**config.mk**
```make
export PLATFORM = sky130hd
export DESIGN_NAME = muldiv_unit
export DESIGN_NICKNAME = d
export VERILOG_FILES = /design/src/rtl/muldiv_unit.sv
export SDC_FILE = /design/constraint.sdc
export NUM_CORES = 1
export LEC_CHECK = 0
export BUFFER_PORTS_ARGS = -buffer_cell sky130_fd_sc_hd__buf_4
export CELL_PAD_IN_SITES_DETAIL_PLACEMENT = 0
export CELL_PAD_IN_SITES_GLOBAL_PLACEMENT = 1
export CORE_MARGIN = 2
export CORE_UTILIZATION = 25
export CTS_CLUSTER_DIAMETER = 150
export DETAILED_ROUTE_END_ITERATION = 6
export PLACE_DENSITY = 0.6
export SETUP_SLACK_MARGIN = 0.1
export SYNTH_ARGS = -nofsm -noshare
export SYNTH_HDL_FRONTEND = slang
export SYNTH_SLANG_ARGS = --single-unit
```
**constraint.sdc**
```tcl
create_clock -name clk -period 3.4 [get_ports clk]
set_input_delay 0.34 -clock clk [delete_from_list [all_inputs] [get_ports clk]]
set_output_delay 0.34 -clock clk [all_outputs]
set_load 0.03 [all_outputs]
```
**src/rtl/muldiv_unit.sv**
```systemverilog
// Iterative radix-2 multiply/divide unit producing a 64-bit HI/LO result, one iteration per cycle.
// Signed MULT/DIV are available only when MULDIV_SIGNED_EN is defined; otherwise every op is unsigned.
module muldiv_unit #(
    parameter int WIDTH = 32,
    parameter int CNT_W = 6
) (
    input  logic             clk,
    input  logic             rst_n,
    input  logic             start,
    input  logic [1:0]       op,
    input  logic [WIDTH-1:0] src_a,
    input  logic [WIDTH-1:0] src_b,
    input  logic             cancel,
    output logic             busy,
    output logic             done,
    output logic [WIDTH-1:0] hi,
    output logic [WIDTH-1:0] lo,
    output logic             div_by_zero
);
    localparam logic [1:0] S_IDLE = 2'd0;
    localparam logic [1:0] S_RUN  = 2'd1;
    localparam logic [1:0] S_DONE = 2'd2;

    logic [1:0]         state;
    logic [CNT_W-1:0]   cnt;
    logic [2*WIDTH-1:0] acc;
    logic [2*WIDTH-1:0] acc_next;
    logic [WIDTH-1:0]   opnd;
    logic               is_div;
    logic               dz;

    logic [WIDTH-1:0]   a_mag_in;
    logic [WIDTH-1:0]   b_mag_in;
    logic               dz_in;
    logic               accept;
    logic               last;
    logic [WIDTH-1:0]   res_hi;
    logic [WIDTH-1:0]   res_lo;

    assign dz_in  = op[1] && (src_b == '0);
    assign accept = start && !cancel && (state == S_IDLE || state == S_DONE);
    assign last   = (state == S_RUN) && (dz || cnt == CNT_W'(WIDTH - 1));

`ifdef MULDIV_SIGNED_EN
    logic a_neg_in, b_neg_in;
    logic neg_res, neg_rem;

    assign a_neg_in = op[0] & src_a[WIDTH-1];
    assign b_neg_in = op[0] & src_b[WIDTH-1];
    assign a_mag_in = a_neg_in ? -src_a : src_a;
    assign b_mag_in = b_neg_in ? -src_b : src_b;

    // Product/quotient sign is the XOR of operand signs; remainder follows the dividend.
    always_ff @(posedge clk or negedge rst_n) begin
        if (!rst_n) begin
            neg_res <= 1'b0;
            neg_rem <= 1'b0;
        end else if (accept) begin
            neg_res <= a_neg_in ^ b_neg_in;
            neg_rem <= a_neg_in;
        end
    end
`else
    logic unused_op0;

    assign unused_op0 = op[0];
    assign a_mag_in   = src_a;
    assign b_mag_in   = src_b;
`endif

    // acc holds {partial product, multiplier} or {remainder, dividend/quotient}.
    logic [WIDTH:0]   mul_sum;
    logic [WIDTH:0]   mul_up;
    logic [WIDTH:0]   div_shl;
    logic [WIDTH-1:0] div_diff;
    logic             div_ge;

    assign mul_sum  = {1'b0, acc[2*WIDTH-1:WIDTH]} + {1'b0, opnd};
    assign mul_up   = acc[0] ? mul_sum : {1'b0, acc[2*WIDTH-1:WIDTH]};
    assign div_shl  = {acc[2*WIDTH-1:WIDTH], acc[WIDTH-1]};
    assign div_ge   = div_shl >= {1'b0, opnd};
    assign div_diff = div_shl[WIDTH-1:0] - opnd;

    always_comb begin
        acc_next = {mul_up, acc[WIDTH-1:1]};
        if (is_div)
            acc_next = div_ge ? {div_diff, acc[WIDTH-2:0], 1'b1}
                              : {div_shl[WIDTH-1:0], acc[WIDTH-2:0], 1'b0};
    end

    always_comb begin
        {res_hi, res_lo} = acc_next;
        if (dz) begin
            {res_hi, res_lo} = acc;
        end else if (is_div) begin
`ifdef MULDIV_SIGNED_EN
            res_lo = neg_res ? -acc_next[WIDTH-1:0] : acc_next[WIDTH-1:0];
            res_hi = neg_rem ? -acc_next[2*WIDTH-1:WIDTH] : acc_next[2*WIDTH-1:WIDTH];
`else
            res_lo = acc_next[WIDTH-1:0];
            res_hi = acc_next[2*WIDTH-1:WIDTH];
`endif
        end else begin
`ifdef MULDIV_SIGNED_EN
            {res_hi, res_lo} = neg_res ? -acc_next : acc_next;
`endif
        end
    end

    always_ff @(posedge clk or negedge rst_n) begin
        if (!rst_n) begin
            state  <= S_IDLE;
            cnt    <= '0;
            acc    <= '0;
            opnd   <= '0;
            is_div <= 1'b0;
            dz     <= 1'b0;
            hi     <= '0;
            lo     <= '0;
        end else if (accept) begin
            state  <= S_RUN;
            cnt    <= '0;
            opnd   <= b_mag_in;
            is_div <= op[1];
            dz     <= dz_in;
            // A zero divisor preloads the final result so the single RUN cycle just copies it.
            acc    <= dz_in ? {src_a, {WIDTH{1'b1}}} : {{WIDTH{1'b0}}, a_mag_in};
        end else if (state == S_RUN) begin
            if (cancel) begin
                state <= S_IDLE;
            end else if (last) begin
                state <= S_DONE;
                hi    <= res_hi;
                lo    <= res_lo;
            end else begin
                cnt <= cnt + 1'b1;
                acc <= acc_next;
            end
        end else if (state == S_DONE) begin
            state <= S_IDLE;
        end
    end

    assign busy        = (state != S_IDLE);
    assign done        = (state == S_DONE);
    assign div_by_zero = done & dz;
endmodule

```
After elaboration in Yosys (flattened, before gate mapping). Index checks and enable logic that the tools add are counted.

Output and inout port bits: 67. Word-level logic and storage cells: 55. Flip-flop bits (word level): 170. Bits of input ports: 70.

Reduce and logical (&&, ||, !) cells: 15. Equal/unequal tests: 6. Multiplexer cells: 19. Order comparisons: 1. Bitwise gates (word level): 3. Add/sub/neg operators: 3.

Operator list (number): 64-bit 2-to-1 mux (7); 32-bit 2-to-1 mux (2); 32-bit by 32-bit adder with 33-bit output (1); 33-bit by 32-bit >= comparator with 1-bit output (1); 33-bit 2-to-1 mux (1); 32-bit logical NOT (1); 32-bit subtractor (1); 6-bit 2-to-1 mux (4); 2-bit 2-to-1 mux (5); 6-bit by 1-bit adder with 6-bit output (second input constant) (1); 6-bit by 5-bit == test with 1-bit output (second input constant) (1); 1-bit logical AND (4); 4-bit inequality test (second input constant) (1); 4-bit AND reduction (1); 2-bit nonzero test (2); 3-bit AND reduction (1); 3-bit nonzero test (1); 2-bit by 1-bit == test with 1-bit output (second input constant) (1); 2-bit == test (second input constant) (1); 2-bit logical NOT (1); 1-bit logical OR (2); 2-bit by 1-bit inequality test with 1-bit output (second input constant) (1); 2-bit inequality test (second input constant) (1); 1-bit NOT (2); 3 further kinds (3).

Logic depth before layout (Yosys ltp). Gate-level depths: netlist of the first run.

Depth after elaboration: 7. Depth in mapped cells: 16. Depth with buffers taken out: 13.

Worst setup path before layout of the first run. Ideal clock, no wire load.

Kind: register to register. Start point: register acc[31]. End point: register acc[54]. Path slack: 503 ps. Arrival time: 2832 ps. Required time: 3335 ps. Cell stages (with the launch flop): 14. Setup time: 65 ps. Cell sequence: dfrtp_1 -> inv_1 -> ha_1 -> fa_1 -> nor2b_1 -> o31a_1 -> o31a_1 -> a31oi_1 -> o31ai_1 -> a31oi_1 -> xor2_1 -> o211a_1 -> a211oi_1 -> o221a_2.

Cells in the longest elaborated chain, start to end: 7.

RTL lines: start: declaration (line 26) `logic [2*WIDTH-1:0] acc;`; start signal: assignment (line 127) `acc <= dz_in ? {src_a, {WIDTH{1'b1}}} : {{WIDTH{1'b0}}, a_mag_in};`; start signal: assignment (line 137) `acc <= acc_next;`; 32-bit subtractor or 33-bit by 32-bit >= comparator with 1-bit output (tied branches) (line 82, 81); 64-bit 2-to-1 mux * (line 87) `acc_next = div_ge ? {div_diff, acc[WIDTH-2:0], 1'b1}`; 64-bit 2-to-1 mux * (line 86) `if (is_div)`; 64-bit 2-to-1 mux * (line 131) `end else if (last) begin`; 64-bit 2-to-1 mux * (line 129) `if (cancel) begin`; 64-bit 2-to-1 mux * (line 128) `end else if (state == S_RUN) begin`; 64-bit 2-to-1 mux * (line 120) `end else if (accept) begin`.

Every way passes the cells marked *; elsewhere a longest branch is shown, timed or not. The select of a mux whose other input is x is not followed. A chain may end at the register's enable or synchronous reset.

Worst setup path in the final report of the first run.
Start point: register acc[32]. End point: register hi[29].

Cells in the longest elaborated chain, start to end: 4.

RTL lines: 32-bit by 32-bit adder with 33-bit output, or another cell as far along (line 78) `assign mul_sum = {1'b0, acc[2*WIDTH-1:WIDTH]} + {1'b0, opnd};`; 33-bit 2-to-1 mux or 64-bit 2-to-1 mux (tied branches) (line 79, 87); 64-bit 2-to-1 mux * (line 86); 32-bit 2-to-1 mux * (line 93) `if (dz) begin`; end signal: assignment (line 133) `hi <= res_hi;`; end: declaration (line 16) `output logic [WIDTH-1:0] hi,`.

Every way passes the cells marked *; elsewhere a longest branch is shown, timed or not.

==> flow_summary.json, run 1 <==
{
  "status": "finished, final reports clean",
  "clk_path_buf_depth": 2,
  "cp-start-kind": "register",
  "die_w_um": 227,
  "fp.dieArea_sq_um": 51400,
  "initial_core_util_pct": 25.3,
  "min_path_type": "in2reg",
  "vias": 12076,
  "swShare_pct": 44.1,
  "slew_violations": 0,
  "place.gp.congestion": 0.872,
  "end_kind": "register",
  "power_density_nw_per_um2": 684,
  "fmax_mhz": 313,
  "arrival_ns": 3.52,
  "worst-setup-path-type": "reg2reg",
  "fillers": 5224,
  "finClkSkew_ns": 0.0145,
  "ys_seq_area_share_pct": 34.3,
  "num_rows": 81,
  "pre_cts_ws_ns": 0.0205,
  "p_clk_share_pct": 19.3,
  "root_buffer": "clkbuf_16",
  "dr.pass1.iters": 5,
  "final_nets": 1879,
  "crit_required_ns": 3.72,
  "area_delta_synth_final_pct": 27.6,
  "regToRegStartpoint": "acc[32]",
  "grt_first_pass_wirelength_um": 71700,
  "reg2regPathDepth": 14,
  "grt_overflow": 0,
  "io_buffer_count": 135,
  "clock_sinks": 170,
  "grt_util_all_layers_pct": 18.6,
  "hold_path.startpoint": "src_b[18]",
  "hold_path_end": "opnd[18]",
  "synthesis.area_sq_um": 12400,
  "finalSetupViolations": 0,
  "power_leakage_nw": 7.15,
  "grt_pass1_vias": 11733,
  "synth_async_sr_flop_share_pct": 100,
  "fin_tns_setup_ns": 0,
  "period_minus_slack_ns": 3.20,
  "core-area_sq_um": 49000,
  "routed_wl_um": 47700,
  "post_drt_via_cell_ratio": 4.99,
  "max_slew_margin_pct": 39.9,
  "drt-wirelength-per-cell_um": 19.7,
  "r2r_end": "hi[29]",
  "ir_drop_v": 0.000251,
  "cts-htree-levels": 4,
  "seq_power_share_pct": 24.3,
  "cts_buffers": 17,
  "synth_flop_cell": "dfrtp_1",
  "clk-insertion-delay-late_ns": 0.47,
  "switchingPower_mw": 4.77,
  "fin_crit_sh_pct": 94.0,
  "grt_max_degree": 93,
  "multiInputGateArea_sq_um": 7770,
  "syn_avg_cell_area_sq_um": 8.02,
  "rsz0062_at_grt": "true",
  "initialDrtViolationCount": 872,
  "worstPathMaxFanout": 5,
  "post-dp-hpwl_um": 37000,
  "timing_hold_violations_final": 0,
  "r2r_slack_ns": 0.20,
  "hold_path_depth": 3,
  "regArea_sq_um": 4260,
  "yosysUniqueCellTypes": 84,
  "drc": 0,
  "die_h_um": 227,
  "cap_violations": 0,
  "comb_power_share_pct": 56.4,
  "tightest_slew_ns": 0.902,
  "syn-instance-count": 1546,
  "antenna_cells": 0,
  "cts_tree": "yes",
  "clkTransAtPathRegs_ns": 0.07,
  "synth_fp_nets": 1683,
  "ys_warn_count": 0,
  "antenna_found_initial": 0,
  "synth_seq_cells": 170,
  "io_pins": 137,
  "internal_power_mw": 6.05,
  "synth-edff-count": 0,
  "postRouteAntennaNets": 0,
  "fin_ws_ns": 0.203,
  "drive_above_1_share_pct": 22.8
}
[metrics by stage]
stage | hold WS (ns) | cells | power [mW] | instance area [sq um] | utilization (%)
2_1_floorplan | 0.0444 | 1546 | 6.23 | 12400 | -
3_3_place_gp | 0.381 | 2381 | 8.40 | 14900 | 30.5
3_5_place_dp | 0.382 | 2381 | 8.42 | 14900 | 30.5
4_1_cts | 0.0697 | 2415 | 10.6 | 15600 | 31.8
5_1_grt | 0.0965 | 2419 | 11.6 | 15800 | 32.3
6_report | 0.0974 | 2419 | 10.8 | 15800 | 32.3
[timing repair]
item                                    CTS  global route
cloned                                    0             0
gates resized for setup                  11            51
pin swaps                                 2            15
setup buffers                             1             4
endpoints found under the setup margin   10            55
hold endpoints to repair                 59             0
hold buffers                              1             0
[power groups by stage]
stage	combinational (mW)	sequential, mW	clock (mW)
4_1_cts	5.87	2.62	2.14
5_1_grt	6.68	2.66	2.22
3_3_place_gp	5.74	2.65	0
6_report	6.09	2.63	2.09
3_5_place_dp	5.77	2.65	0
2_1_floorplan	3.72	2.51	0
[cells in the mapped netlist, types with 3 or more instances]
cell type / instances / area share, %
nor2_1: 158 / 4.8
a211o_1: 5 / 0.35
buf_1: 10 / 0.30
o21bai_1: 10 / 0.61
buf_2: 14 / 0.57
o31ai_1: 7 / 0.42
o221a_2: 4 / 0.36
a211oi_1: 24 / 1.5
xor2_1: 20 / 1.4
xnor2_1: 31 / 2.2
o21a_1: 21 / 1.3
nand4_1: 16 / 0.81
inv_1: 48 / 1.5
clkbuf_1: 72 / 2.2
a21o_1: 26 / 1.6
o211ai_2: 4 / 0.40
o22a_1: 9 / 0.64
o31a_1: 5 / 0.35
a221o_1: 3 / 0.24
a221oi_1: 5 / 0.35
mux2i_1: 48 / 3.9
a41oi_1: 4 / 0.28
nor2b_1: 11 / 0.56
or3_1: 5 / 0.25
dfrtp_1: 170 / 34
a211oi_2: 4 / 0.40
nor4_1: 9 / 0.45
a21oi_1: 211 / 8.5
nand2b_1: 5 / 0.25
a21boi_0: 4 / 0.24
nand3_1: 22 / 0.89
nor3_1: 17 / 0.69
buf_4: 3 / 0.18
a31oi_1: 12 / 0.61
o211a_1: 6 / 0.48
and3_1: 27 / 1.4
nand2_1: 197 / 6.0
a32o_1: 3 / 0.24
a31o_2: 4 / 0.28
o21ai_0: 153 / 6.2
ha_1: 65 / 6.6
o21ai_1: 11 / 0.44
o211ai_1: 8 / 0.48
and2_1: 5 / 0.25
[state kept, by name (all words and copies together) (netlist names)]
signal  count
dz          1
lo         32
is_div      1
opnd       32
cnt         6
acc        64
hi         32
state       2
[routing by layer]
| layer | part of all wire (%) | wire [um] | GRT usage [%] | up-vias |
|---|---|---|---|---|
| met2 | 45 | 21300 | 28.8 | 301 |
| met3 | 5.1 | 2410 | 3.06 | 35 |
| li1 | - | - | - | 5934 |
| met5 | 0 | 0 | 0 | - |
| met4 | 1.7 | 828 | 5.20 | 0 |
| met1 | 48 | 23100 | 26.5 | 5806 |
[placed cells by master (no fill, tap or decap), types with 5 or more instances in the layout]
cell type	Yosys	routed
ha_1	65	52
nand2_1	197	194
dfrtp_2	0	5
a21oi_1	211	207
a211o_1	5	5
nand2b_1	5	5
o211ai_1	8	8
nor2_1	158	157
a31oi_1	12	9
ha_2	0	8
and3_1	27	26
o31a_1	5	5
o211a_1	6	6
o21ai_0	153	146
a211oi_1	24	18
clkbuf_16	0	17
dfrtp_1	170	164
inv_1	48	47
or3_1	5	5
o21ai_1	11	16
o21a_1	21	21
ha_4	0	5
o21bai_1	10	10
xor2_1	20	20
a21o_1	26	26
o31ai_1	7	6
nor4_1	9	7
nor3_1	17	15
buf_4	3	273
a211oi_2	4	9
mux2i_1	48	48
nand4_1	16	16
nor2b_1	11	9
nand3_1	22	22
o22a_1	9	9
xnor2_1	31	31
[worst max-delay path by stage]
stage	endpoint	start	cells past startpoint
2_1_floorplan	acc[54]	acc[31]	13
3_3_place_gp	acc[54]	acc[32]	14
3_5_place_dp	hi[29]	acc[55]	14
4_1_cts	hi[29]	opnd[1]	14
5_1_grt	hi[29]	acc[32]	14
6_report	hi[29]	acc[32]	14
[critical path, cell delays in order (launching register included)]
cell	delay, ns
dfrtp_2	0.47
ha_2	0.24
fa_2	0.37
a21oi_2	0.15
o211ai_1	0.14
nand2_1	0.12
o21ai_0	0.10
buf_4	0.17
a211oi_4	0.28
nor4_2	0.10
or4_1	0.41
and3_1	0.17
o311ai_1	0.10
buf_4	0.18
o21ai_1	0.06
[cell families after synthesis]
logic type               count (synthesis)  share of synthesized area, %
AND/OR/NAND/NOR                        489                          17.5
adder cells (fa/ha/maj)                 67                          6.89
AO/OA/AOI/OAI                          567                          28.4
flip-flops                             170                          34.3
buffers and inverters                  152                          5.17
XOR/XNOR                                51                          3.60
multiplexers                            50                          4.06
[final cells by class]
type,instances,area share (%)
Clock buffer,18,2.78
Clock inverter,14,1.04
Inverter,49,1.16
Multi-Input combinational cell,1224,49.1
Sequential cell,170,27.0
Tap cell,664,5.25
Timing Repair Buffer,280,13.7
Note: power is estimated with default switching activity, not from simulation.
==> run 2: changes to the inputs <==
--- a/config.mk
+++ b/config.mk
@@ -13,6 +13,7 @@
 export CTS_CLUSTER_DIAMETER = 150
 export DETAILED_ROUTE_END_ITERATION = 6
 export PLACE_DENSITY = 0.6
+export REMOVE_ABC_BUFFERS = 1
 export SETUP_SLACK_MARGIN = 0.1
 export SYNTH_ARGS = -nofsm -noshare
 export SYNTH_HDL_FRONTEND = slang
==> run 2 against run 1 <==
Compared with the run above: cell count decreased by 0.21%; sequential share of layout area increased by 0.050 points; total power decreased by 0.49%; non-clock buffer count decreased by 6; maximum frequency increased by 0.23%; setup slack improved by 0.0075 ns; largest power group unchanged.
==> flow_summary.json, run 2 (synthesis results as in run 1) <==
{
  "clk-insertion-delay-late_ns": 0.47,
  "largest_reg_flops": 64,
  "initialDrtViolationCount": 767,
  "postRouteAntennaNets": 0,
  "power_density_nw_per_um2": 682,
  "drive_above_1_share_pct": 22.0,
  "cpPeakStageDelay_ns": 0.41,
  "rsz0062_at_grt": "true",
  "root_buffer": "clkbuf_16",
  "worstPathMaxFanout": 3,
  "clock_sinks": 170,
  "grt_max_degree": 91,
  "die_h_um": 227,
  "fin_ws_ns": 0.210,
  "core-area_sq_um": 49000,
  "min_path_type": "in2reg",
  "power_leakage_nw": 7.16,
  "final_common_cell": "buf_4",
  "slew_violations": 0,
  "highest_layer": "met4",
  "p_clk_share_pct": 20.0,
  "wl_met2_um": 20800,
  "stdcell_count": 2414,
  "grt_first_pass_wirelength_um": 71100,
  "max_slew_margin_pct": 37.4,
  "grt_util_all_layers_pct": 18.3,
  "whs_ns": 0.0757,
  "clkTransAtPathRegs_ns": 0.08,
  "finClkSkew_ns": 0.0212,
  "post_drt_via_cell_ratio": 4.92,
  "io_pins": 137,
  "wl_met1_um": 22800,
  "routed_wl_um": 46600,
  "crit_required_ns": 3.81,
  "antenna_cells": 0,
  "cts-htree-levels": 4,
  "ir_drop_v": 0.000391,
  "fin_tns_setup_ns": 0,
  "pre_cts_ws_ns": -0.00718,
  "final_nets": 1874,
  "cp.buffers_inverters": 2,
  "fin_crit_sh_pct": 93.8,
  "area_delta_synth_final_pct": 27.3,
  "finalSetupViolations": 0,
  "power_mw": 10.8,
  "seq_power_share_pct": 24.4,
  "drc": 0,
  "tightest_slew_ns": 0.935,
  "design_area_sq_um": 15800,
  "grt_overflow": 0,
  "placed_area_sq_um": 14800,
  "cpMaxStageDelayCell": "fa_2",
  "crit_path_cell_trace": "buf_6 -> ha_4 -> fa_2 -> nor2b_4 -> o31a_1 -> o31a_1 -> a31oi_1 -> o31ai_1 -> buf_4 -> a31oi_4 -> xor2_1 -> o211a_1 -> a211oi_2 -> o221a_2",
  "initial_core_util_pct": 25.3,
  "path_common_cell": "o31a_1",
  "clk_path_buf_depth": 2,
  "critical_path.top_delay_family": "compound AO/OA/AOI/OAI gates",
  "internal_power_mw": 6.07,
  "antenna_found_initial": 0,
  "fmax_mhz": 314,
  "swShare_pct": 43.6,
  "comb_power_share_pct": 55.7,
  "status": "finished, final reports clean",
  "largest_register": "acc",
  "post-dp-hpwl_um": 36500,
  "wl_met3_um": 2060,
  "grt_pass1_vias": 11788,
  "period_minus_slack_ns": 3.19,
  "dp.cells": 2367,
  "dr.pass1.iters": 5,
  "die_w_um": 227,
  "final_util_pct": 32.2,
  "switchingPower_mw": 4.69,
  "cts_tree": "yes",
  "fp.dieArea_sq_um": 51400,
  "cp-start-kind": "register",
  "timing_hold_violations_final": 0,
  "num_rows": 81,
  "worst-setup-path-type": "reg2reg",
  "drt-wirelength-per-cell_um": 19.3,
  "arrival_ns": 3.60,
  "vias": 11870,
  "end_kind": "register",
  "final_cell_mix": "buf_4 (264), a21oi_1 (206), nand2_1 (193)",
  "cts_buffers": 17,
  "cap_violations": 0,
  "io_buffer_count": 135,
  "place.gp.congestion": 0.889
}
## run 2: path summary, 6_finish.rpt
check,startpoint,to,slack (ns),depth (start not counted)
max,opnd[0],acc[54],0.21,14
min,src_b[0],opnd[0],0.08,3
max reg2reg,opnd[0],acc[54],0.21,14
min reg2reg,lo[11],lo[11],0.48,2
max in group asynchronous,rst_n,lo[24],2.03,3
min in group asynchronous,rst_n,opnd[1],0.41,2
## run 2: area by class of cell
type                            count  area, sq um
Multi-Input combinational cell   1225         7720
Inverter                           49          184
Sequential cell                   170         4260
Clock inverter                     13          184
Clock buffer                       19          443
Tap cell                          664          831
Timing Repair Buffer              274         2150
Fill cell                        5215        33200
## run 2: metal layers
layer	global-route usage [%]	vias up
met4	5.26	0
met1	26.0	5652
met2	28.4	243
met3	3.11	36
met5	0	-
li1	-	5939
## run 2: timing repair
action                     CTS  global route
setup endpoints to repair    6            45
gates resized for setup      2            50
gates cloned                 0             1
hold endpoints to repair    51             0
pin swaps                    1            18
setup buffers                1            12
hold buffers                 1             0
## run 2: power by group through the flow
stage          combinational [mW]  clock (mW)  sequential (mW)
2_1_floorplan                3.52           0             2.57
4_1_cts                      5.71        2.21             2.61
3_5_place_dp                 5.67           0             2.64
5_1_grt                      6.60        2.27             2.66
3_3_place_gp                 5.65           0             2.64
6_report                     5.99        2.15             2.62
## run 2: worst min-delay path, cell delays in order
cell and delay [ns]:
buf_4 0.08, nand2_1 0.04, nand2_1 0.04
